`src/rtl/cdc_gray_src_chan.sv`:
```
// Source half of a gray-pointer CDC FIFO for one AXI channel, with an
// isolate/drain handshake for quiescing before a power or clock switch.
module cdc_gray_src_chan #(
    parameter int DATA_WIDTH  = 64,
    parameter int LOG_DEPTH   = 1,
    parameter int SYNC_STAGES = 2
) (
    input  logic                                 clk_i,
    input  logic                                 rst_i,
    input  logic                                 src_valid_i,
    output logic                                 src_ready_o,
    input  logic [DATA_WIDTH-1:0]                src_data_i,
    input  logic                                 isolate_req_i,
    output logic                                 isolated_o,
    output logic [LOG_DEPTH:0]                   fill_o,
    output logic [LOG_DEPTH:0]                   async_wptr_o,
    output logic [(2**LOG_DEPTH)*DATA_WIDTH-1:0] async_data_o,
    input  logic [LOG_DEPTH:0]                   async_rptr_i
);
    localparam int DEPTH = 2**LOG_DEPTH;
    localparam int PW    = LOG_DEPTH + 1;

    typedef enum logic [1:0] {RUN, DRAIN, ISOLATED} state_t;

    state_t        state, state_nxt;
    logic [PW-1:0] wptr_bin, wptr_nxt;
    logic [PW-1:0] rptr_sync [SYNC_STAGES];
    logic [PW-1:0] rptr_sync_gray, rptr_bin;
    logic [PW-1:0] fill;
    logic          full, write;

    assign rptr_sync_gray = rptr_sync[SYNC_STAGES-1];

    always_comb begin
        rptr_bin = '0;
        for (int i = 0; i < PW; i++)
            rptr_bin[i] = ^(rptr_sync_gray >> i);
    end

    // Full is judged against a stale read pointer, so it can only err towards full.
    assign fill        = wptr_bin - rptr_bin;
    assign full        = (fill == PW'(DEPTH));
    assign src_ready_o = !rst_i && (state == RUN) && !full;
    assign write       = src_valid_i && src_ready_o;
    assign wptr_nxt    = wptr_bin + PW'(1);
    assign isolated_o  = (state == ISOLATED);

    always_ff @(posedge clk_i) begin
        if (rst_i) begin
            for (int i = 0; i < SYNC_STAGES; i++)
                rptr_sync[i] <= '0;
        end else begin
            rptr_sync[0] <= async_rptr_i;
            for (int i = 1; i < SYNC_STAGES; i++)
                rptr_sync[i] <= rptr_sync[i-1];
        end
    end

    always_ff @(posedge clk_i) begin
        if (rst_i) begin
            wptr_bin     <= '0;
            async_wptr_o <= '0;
            fill_o       <= '0;
            state        <= RUN;
        end else begin
            if (write) begin
                wptr_bin     <= wptr_nxt;
                async_wptr_o <= wptr_nxt ^ (wptr_nxt >> 1);
            end
            fill_o <= fill;
            state  <= state_nxt;
        end
    end

    // Slot and pointer update on the same edge, so data never trails its pointer.
    for (genvar s = 0; s < DEPTH; s++) begin : g_slot
        always_ff @(posedge clk_i) begin
            if (rst_i)
                async_data_o[s*DATA_WIDTH +: DATA_WIDTH] <= '0;
            else if (write && wptr_bin[LOG_DEPTH-1:0] == LOG_DEPTH'(s))
                async_data_o[s*DATA_WIDTH +: DATA_WIDTH] <= src_data_i;
        end
    end

    // Drain exits only once both the registered and the live fill read empty,
    // which covers a word accepted in the cycle the request arrived.
    always_comb begin
        state_nxt = state;
        case (state)
            RUN:      if (isolate_req_i) state_nxt = DRAIN;
            DRAIN:    if (fill_o == '0 && fill == '0) state_nxt = ISOLATED;
            ISOLATED: if (!isolate_req_i) state_nxt = RUN;
            default:  state_nxt = RUN;
        endcase
    end
endmodule

```
`config.mk`:
```
export PLATFORM = sky130hd
export DESIGN_NAME = cdc_gray_src_chan
export DESIGN_NICKNAME = d
export VERILOG_FILES = /design/src/rtl/cdc_gray_src_chan.sv
export SDC_FILE = /design/constraint.sdc
export NUM_CORES = 1
export LEC_CHECK = 0
export CAP_MARGIN = 10
export CORE_AREA = 2 2 159 161
export CTS_BUF_LIST = sky130_fd_sc_hd__clkbuf_16
export DETAILED_ROUTE_END_ITERATION = 10
export DIE_AREA = 0 0 161 163
export PLACE_DENSITY = 0.51
export SETUP_SLACK_MARGIN = 0.3
export SYNTH_ARGS = -nofsm -noshare
export SYNTH_HDL_FRONTEND = slang
export SYNTH_SLANG_ARGS = --single-unit
```
`constraint.sdc`:
```
create_clock -name clk_i -period 1.7 [get_ports clk_i]
set_input_delay 0.425 -clock clk_i [delete_from_list [all_inputs] [get_ports clk_i]]
set_output_delay 0.425 -clock clk_i [all_outputs]
set_load 0.1 [all_outputs]
```
; Yosys cells after proc, flatten, opt, wreduce, memory -nomap -nowiden
; Memory sizes are Yosys's and may differ from the RTL's.
; Cells that the tools add are included.
[word_totals]
n_memories = 1
wordCells = 42
out_inout_bits = 134
in_bits = 70
register_bits = 136
ram_bits = 4
[op_classes]
bitwise = 4
addsub = 2
eq_ne = 6
n_mux = 9
n_reduce_logical = 14
[mem_list]
columns = name, words, word_bits, read_ports, rd_ports_with_merged_regs, wr, line
row1 = rptr_sync, 2, 2, 2, 0, 2, 27  ; logic [PW-1:0] rptr_sync [SYNC_STAGES];
[op_table]
columns = op, n
row1 = 2-bit 2-to-1 mux, 5
row2 = 1-bit logical AND, 6
row3 = 2-bit logical NOT, 3
row4 = 2-bit inequality test (second input constant), 3
row5 = 2-bit case mux with 3 select lines, 1
row6 = 2-bit == test (second input constant), 2
row7 = 2-bit XOR reduction, 2
row8 = 1-bit 2-to-1 mux, 3
row9 = 3-bit AND reduction, 1
row10 = 2-bit by 1-bit adder with 2-bit output (second input constant), 1
row11 = 2-bit by 1-bit == test with 1-bit output (second input constant), 1
row12 = 1-bit logical NOT, 2
row13 = 1-bit bitwise OR, 2
row14 = 2-bit subtractor, 1
row15 = 2-bit by 1-bit XOR with 2-bit output, 1
row16 = 1-bit NOT, 1

; Logic depth before layout (Yosys ltp)
; Gate-level depths: netlist of run 1.
[depth]
depth_word = 7
depth_mapped = 7
mapped_depth_nobuf = 5

; Least setup slack after synthesis of run 1
; OpenSTA, ideal clock, no wires.
[synth_timing]
path_type = register to output
startpoint = memory rptr_sync[0][3] (netlist name)
endpoint = output port src_ready_o
setup_slack_ns = -4.220
required_ns = 1.275
arrival_time_ns = 5.495
path_stages_with_launch = 4
path_buffers = 0
cell_sequence = dfxtp_1 > xor2_1 > ha_1 > a2111oi_0
[synth_lines]
columns = item, line
row1 = from (decl), 27
row2 = to (decl), 11  ; output logic src_ready_o,

==> flow_metrics.tcl, run 1 <==
set metrics [dict create \
    min_period_over_period_pct 130 \
    clock_skew_ns 0.00859 \
    rr_endpoint "async_data_o[62]" \
    holdPathStages 1 \
    gp_congestion 0.695 \
    vdd_drop_max_v 0.000572 \
    ys_types 22 \
    tightest_slew_ns 0.493 \
    ys_seq_elements 139 \
    crit_arrival_ns 1.79 \
    clock_latency_ns 0.42 \
    netlist_area_sq_mm 0.00556 \
    slew_viol_final 0 \
    grt_pass1_vias 4571 \
    regToRegStartpoint "rptr_sync[0][3]" \
    syn_area_per_cell_sq_um 10.7 \
    leakagePower_nw 5.35 \
    die_w_um 161 \
    critPathLaunchType "flop" \
    hold_start "rptr_sync[0][1]" \
    cts_tree "built" \
    die_h_um 163 \
    nets 863 \
    wl_mm 17.5 \
    ioPinCount 204 \
    drt_iter0_markers 155 \
    num_rows 58 \
    yosysSeqAreaShare_pct 50.0 \
    grt_pass1_wl_mm 26.4 \
    netlist.area_leader.share_pct 50.0 \
    groute.usage.overall_pct 13.2 \
    rrSetupSlack_ns -0.31 \
    vias 4371 \
    setup_viol 132 \
    port_buffers 203 \
    crit_fanout 2 \
    critPathRequiredTime_ns 1.27 \
    cts-buffers-inserted 17 \
    syn_inst 522 \
    die_area_sq_mm 0.0262 \
    clock.fmax_ghz 0.451 \
    maxSlewHeadroom_pct 66.9 \
    period_needed_ns 2.22 \
    clk_pin_slew_ns 0.05 \
    timing.final.ws_setup_ns -0.518 \
    ff2ff_path_depth 10 \
    tns_ns -30.91 \
    cts_hold_buf 0 \
    power_mw 11.9 \
    rsz0062_at_grt "true" \
    cts.sinks 139 \
    final_cell_mix "buf_12 (148), nand2b_1 (132), mux2i_1 (129), dfxtp_2 (129), clkdlybuf4s50_1 (68)" \
    failed_checks "negative setup slack" \
    hp-class "reg -> reg" \
    drt-wirelength-per-cell_um 15.4 \
    whs_ns 0.442 \
    start_util_pct 22.5 \
    antenna_found_initial 0 \
    hold_violations 0 \
    fin_util_pct 44.8 \
    path_class "reg -> out" \
    status "finished with violations" \
    yosys.area.top_type "dfxtp_1" \
    hold_end "rptr_sync[0][3]" \
    synth_warnings 0 \
    coreArea_sq_mm 0.0247 \
    grt_start_max_net_pins 103 \
    drt-pass1-iter-count 4 \
    ant_nets 0 \
    layout-drive-gt1-share_pct 48.0 \
    synthToLayoutAreaGrowth_pct 98.9 \
    syn_nets 593 \
    synth.area.top_cells "dfxtp_1 (50%), mux2i_1 (23%), nand2b_1 (15%)" \
    antennaDiodeCount 0 \
    startpoint "rptr_sync[0][3]" \
    mostFrequentLayoutCell "buf_12" \
    vias_per_cell 3.85 \
    clockBufferDepth 2 \
    pre_cts_ws_ns -0.192 \
    drc 0 \
    overflow 0 \
    p_per_area_mw_per_mm2 1070 \
    maxCapViolations 0 \
    end_kind "output port" \
    cts-root-buf "clkbuf_16" \
    cts_htree_levels 4 \
    dp_hpwl_mm 10.4 \
]
[metrics by stage]
stage	area [sq um]	instances
after floorplan	5640	522
after global placement	9370	1042
after detailed placement	9370	1042
after CTS	10700	1108
after global routing	11100	1135
final	11100	1135
[layout make-up]
type,count,area [sq um]
clock inverters,15,110
repair buffers,281,4510
inverters,65,246
clock buffers,17,425
well taps,330,413
fillers,2297,13600
multi-input cells,288,2390
flip-flops and latches,139,2970
[logic make-up after synthesis]
| kind of cell | after synthesis | share of synthesized area, % |
|---|---|---|
| AOI/OAI and AO/OA | 6 | 0.922 |
| xor gates and xnor gates | 4 | 0.630 |
| adders and majority gates | 1 | 0.225 |
| buffers and inverters | 95 | 8.14 |
| DFF | 139 | 50.0 |
| muxes | 130 | 23.4 |
| and+or+nand+nor | 147 | 16.6 |
[Yosys cell counts]
cell and instances:
a21boi_1 1, dfxtp_1 139, buf_4 1, nand2_1 2
o21ai_1 1, inv_1 65, clkbuf_1 15, xor2_1 2
nand2b_1 132, mux2i_1 130, nor4_1 2, or4b_1 1
nor4b_4 1, a21oi_1 1, a2111oi_0 1, ha_1 1
buf_2 2, nor2_1 4, buf_6 12, nor2b_1 5
o211ai_2 2, xnor2_1 2
[registers in the layout, indices dropped and copies added, names as in the netlist]
| signal | cells |
|---|---|
| fill_o | 2 |
| async_data_o | 128 |
| wptr_bin | 1 |
| rptr_sync | 4 |
| async_wptr_o | 2 |
| state | 2 |
[critical path: stages (launching register included)]
cell and delay, ns:
dfxtp_2 0.32, xor2_1 0.15, ha_1 0.32, a2111oi_4 0.36
buf_12 0.22
[routing by layer]
layer  share of wire [%]  up-vias  track usage [%]
met3                 6.2       10             4.86
met4                 1.0        0             3.77
met1                  43     2057             15.5
li1                    -     2190                -
met5                   0        -                0
met2                  50      114             22.7
[report_power, final]
group	total [mW]	internal [mW]	switching [mW]
combinational	4.54	1.87	2.67
clock	3.45	1.98	1.47
sequential	3.90	3.61	0.296
total	11.9	7.45	4.43
[how the worst max path moves through the flow]
stage                  endpoint  slack, ns  depth (start not counted)
2_1_floorplan       src_ready_o      -0.72                          3
3_3_place_gp   async_data_o[95]      -0.18                          6
3_5_place_dp   async_data_o[94]      -0.19                          6
4_1_cts             src_ready_o      -0.55                          4
5_1_grt             src_ready_o      -0.59                          4
6_report            src_ready_o      -0.52                          4
[what timing repair did]
item / CTS / global route
setup endpoints to repair: 267 / 265
pin swaps: 4 / 0
cloned: 14 / 2
buffers inserted: 20 / 25
gates resized for setup: 146 / 37
Power figures use the tool's default switching activity.
==> run 2: changes to the inputs <==
--- a/config.mk
+++ b/config.mk
@@ -5,9 +5,11 @@
 export SDC_FILE = /design/constraint.sdc
 export NUM_CORES = 1
 export LEC_CHECK = 0
+export ABC_CLOCK_PERIOD_IN_PS = 1700
 export CAP_MARGIN = 10
 export CORE_AREA = 2 2 159 161
 export CTS_BUF_LIST = sky130_fd_sc_hd__clkbuf_16
+export CTS_CLUSTER_DIAMETER = 40
 export DETAILED_ROUTE_END_ITERATION = 10
 export DIE_AREA = 0 0 161 163
 export PLACE_DENSITY = 0.51
==> results of run 2 <==
Same layout as run 1: the final DEF is identical, and so are final timing and power.
==> run 3: changes to the inputs <==
--- a/config.mk
+++ b/config.mk
@@ -7,13 +7,14 @@
 export LEC_CHECK = 0
 export ABC_CLOCK_PERIOD_IN_PS = 1700
 export CAP_MARGIN = 10
-export CORE_AREA = 2 2 159 161
+export CORE_AREA = 2 2 177 145
 export CTS_BUF_LIST = sky130_fd_sc_hd__clkbuf_16
 export CTS_CLUSTER_DIAMETER = 40
 export DETAILED_ROUTE_END_ITERATION = 10
-export DIE_AREA = 0 0 161 163
+export DIE_AREA = 0 0 179 147
 export PLACE_DENSITY = 0.51
 export SETUP_SLACK_MARGIN = 0.3
 export SYNTH_ARGS = -nofsm -noshare
 export SYNTH_HDL_FRONTEND = slang
 export SYNTH_SLANG_ARGS = --single-unit
+export TNS_END_PERCENT = 100
==> run 3 against run 2 <==
The flow still finishes with violations (negative setup slack). Hold slack got worse by 0.0054 ns. Die area rose by 0.27%. Maximum frequency fell by 0.33%. Highest routed layer unchanged. Flip-flop and latch count did not move.
==> flow_metrics.tcl, run 3 (same netlist as run 1, synthesis figures left out) <==
set metrics [dict create \
    final_cell_area_sq_mm 0.0111 \
    largest_register_ffs 128 \
    rsz0062_at_grt "true" \
    holdPathStages 1 \
    crit_family "compound AO/OA/AOI/OAI gates" \
    critPathRequiredTime_ns 1.27 \
    vdd_drop_max_v 0.000493 \
    p_per_area_mw_per_mm2 1100 \
    overflow 0 \
    ant_nets 0 \
    clock_skew_ns 0.0127 \
    cts_hold_buf 0 \
    clock.fmax_ghz 0.449 \
    vias_per_cell 3.87 \
    hold_violations 0 \
    pre_cts_ws_ns -0.306 \
    pwr-share-seq_pct 32.0 \
    final_cell_mix "buf_12 (140), nand2b_1 (132), mux2i_1 (128), dfxtp_2 (128), clkdlybuf4s50_1 (68)" \
    cts.sinks 139 \
    grt.met1_usage_pct 16.4 \
    p_int_mw 7.78 \
    path_buf_inv 1 \
    slowest_delay_ns 0.37 \
    use_met2_pct 21.6 \
    clock_latency_ns 0.42 \
    failed_checks "negative setup slack" \
    drt_iter0_markers 109 \
    drt-pass1-iter-count 4 \
    grt_pass1_vias 4572 \
    p_sw_mw 4.43 \
    clk_pin_slew_ns 0.05 \
    num_rows 52 \
    die_area_sq_mm 0.0263 \
    use_met3_pct 5.93 \
    fin_util_pct 45.1 \
    gp_congestion 0.674 \
    instances_no_fill 1133 \
    p_sw_share_pct 36.3 \
    rrSetupSlack_ns -0.40 \
    rr_endpoint "async_data_o[25]" \
    ff2ff_path_depth 11 \
    crit_fanout 2 \
    setup_viol 133 \
    regArea_sq_mm 0.00297 \
    hold_start "rptr_sync[0][1]" \
    start_util_pct 22.6 \
    multi_input_area_sq_mm 0.00239 \
    cts-root-buf "clkbuf_16" \
    antenna_found_initial 0 \
    critPathLaunchType "flop" \
    top_usage_layer "met2" \
    cts-buffers-inserted 17 \
    groute.usage.overall_pct 13.4 \
    leakagePower_nw 5.39 \
    mostFrequentLayoutCell "buf_12" \
    wl_mm 17.8 \
    fillers 2248 \
    regToRegStartpoint "rptr_sync[0][3]" \
    crit_arrival_ns 1.80 \
    layout-drive-gt1-share_pct 48.1 \
    hold_end "rptr_sync[0][3]" \
    ioPinCount 204 \
    drc 0 \
    synthToLayoutAreaGrowth_pct 99.8 \
    maxSlewHeadroom_pct 63.7 \
    power_mw 12.2 \
    reg.largest.list "async_data_o (128), rptr_sync (4)" \
    place_area_sq_mm 0.00937 \
    die_w_um 179 \
    cts_tree "built" \
    grt_pass1_wl_mm 26.3 \
    die_h_um 147 \
    nets 867 \
    port_buffers 203 \
    period_needed_ns 2.23 \
    end_kind "output port" \
    status "finished with violations" \
    placed_cells 1038 \
    timing.final.ws_setup_ns -0.525 \
    power_frac_clock_pct 30.6 \
    cts_htree_levels 4 \
    path_class "reg -> out" \
    max_flop_register "async_data_o" \
    antennaDiodeCount 0 \
    dp_hpwl_mm 10.5 \
    crit_path_top_delay_cell "a2111oi_4" \
    drt-wirelength-per-cell_um 15.7 \
    clockBufferDepth 2 \
    slew_viol_final 0 \
    tightest_slew_ns 0.545 \
    min_period_over_period_pct 131 \
    coreArea_sq_mm 0.0247 \
    path_cells "xor2_1, ha_1, a2111oi_4, buf_12" \
    grt_start_max_net_pins 64 \
    maxCapViolations 0 \
    vias 4389 \
    hp-class "reg -> reg" \
    power_frac_comb_pct 37.5 \
]
run 3: cell count changes in the layout (fill, tap and decap cells not counted), sizes merged:
| cell | change |
|---|---|
| clkinvlp | +1 |
| clkinv | -4 |
| buf | +1 |
| bufinv | +2 |
| inv | +1 |
| bufbuf | +3 |
run 3: worst max-delay path by stage:
stage	start	endpoint	cells past startpoint
after global placement	src_valid_i	async_data_o[10]	6
after floorplan	rptr_sync[0][3]	src_ready_o	3
after global routing	rptr_sync[0][3]	src_ready_o	4
after CTS	rptr_sync[0][3]	src_ready_o	4
final	rptr_sync[0][3]	src_ready_o	4
after detailed placement	src_valid_i	async_data_o[23]	6
run 3: routing by layer:
layer	wire length [um]	vias up
li1	-	2202
met1	7910	2042
met2	8200	135
met3	1540	10
met4	142	0
met5	0	-
run 3: final cells by class:
type | instances | share of cell area, %
multi-input cells | 288 | 21.6
flip-flops and latches | 139 | 26.7
inverters | 65 | 2.22
clock inverters | 15 | 1.43
well taps | 324 | 3.65
repair buffers | 285 | 40.6
clock buffers | 17 | 3.83
run 3: what timing repair did:
| action | in CTS | in global routing |
|---|---|---|
| pin swaps | 3 | 0 |
| resized for setup | 165 | 13 |
| setup endpoints to repair | 267 | 237 |
| cloned | 15 | 2 |
| setup buffers | 23 | 23 |
run 3: power groups by stage:
stage                     Sequential, mW  Clock (mW)  Combinational [mW]
after floorplan                     5.68           0               0.688
after global placement              3.91           0                4.09
after detailed placement            3.91           0                4.10
after CTS                           3.90        3.86                4.51
after global routing                3.93        3.99                4.73
final                               3.90        3.73                4.57
run 3: metrics by stage:
stage / setup TNS (ns) / hold WS (ns)
2_1_floorplan: -2.90 / 0.414
4_1_cts: -34.53 / 0.440
3_5_place_dp: -30.44 / 0.427
5_1_grt: -56.50 / 0.454
6_report: -43.31 / 0.437
3_3_place_gp: -27.20 / 0.423
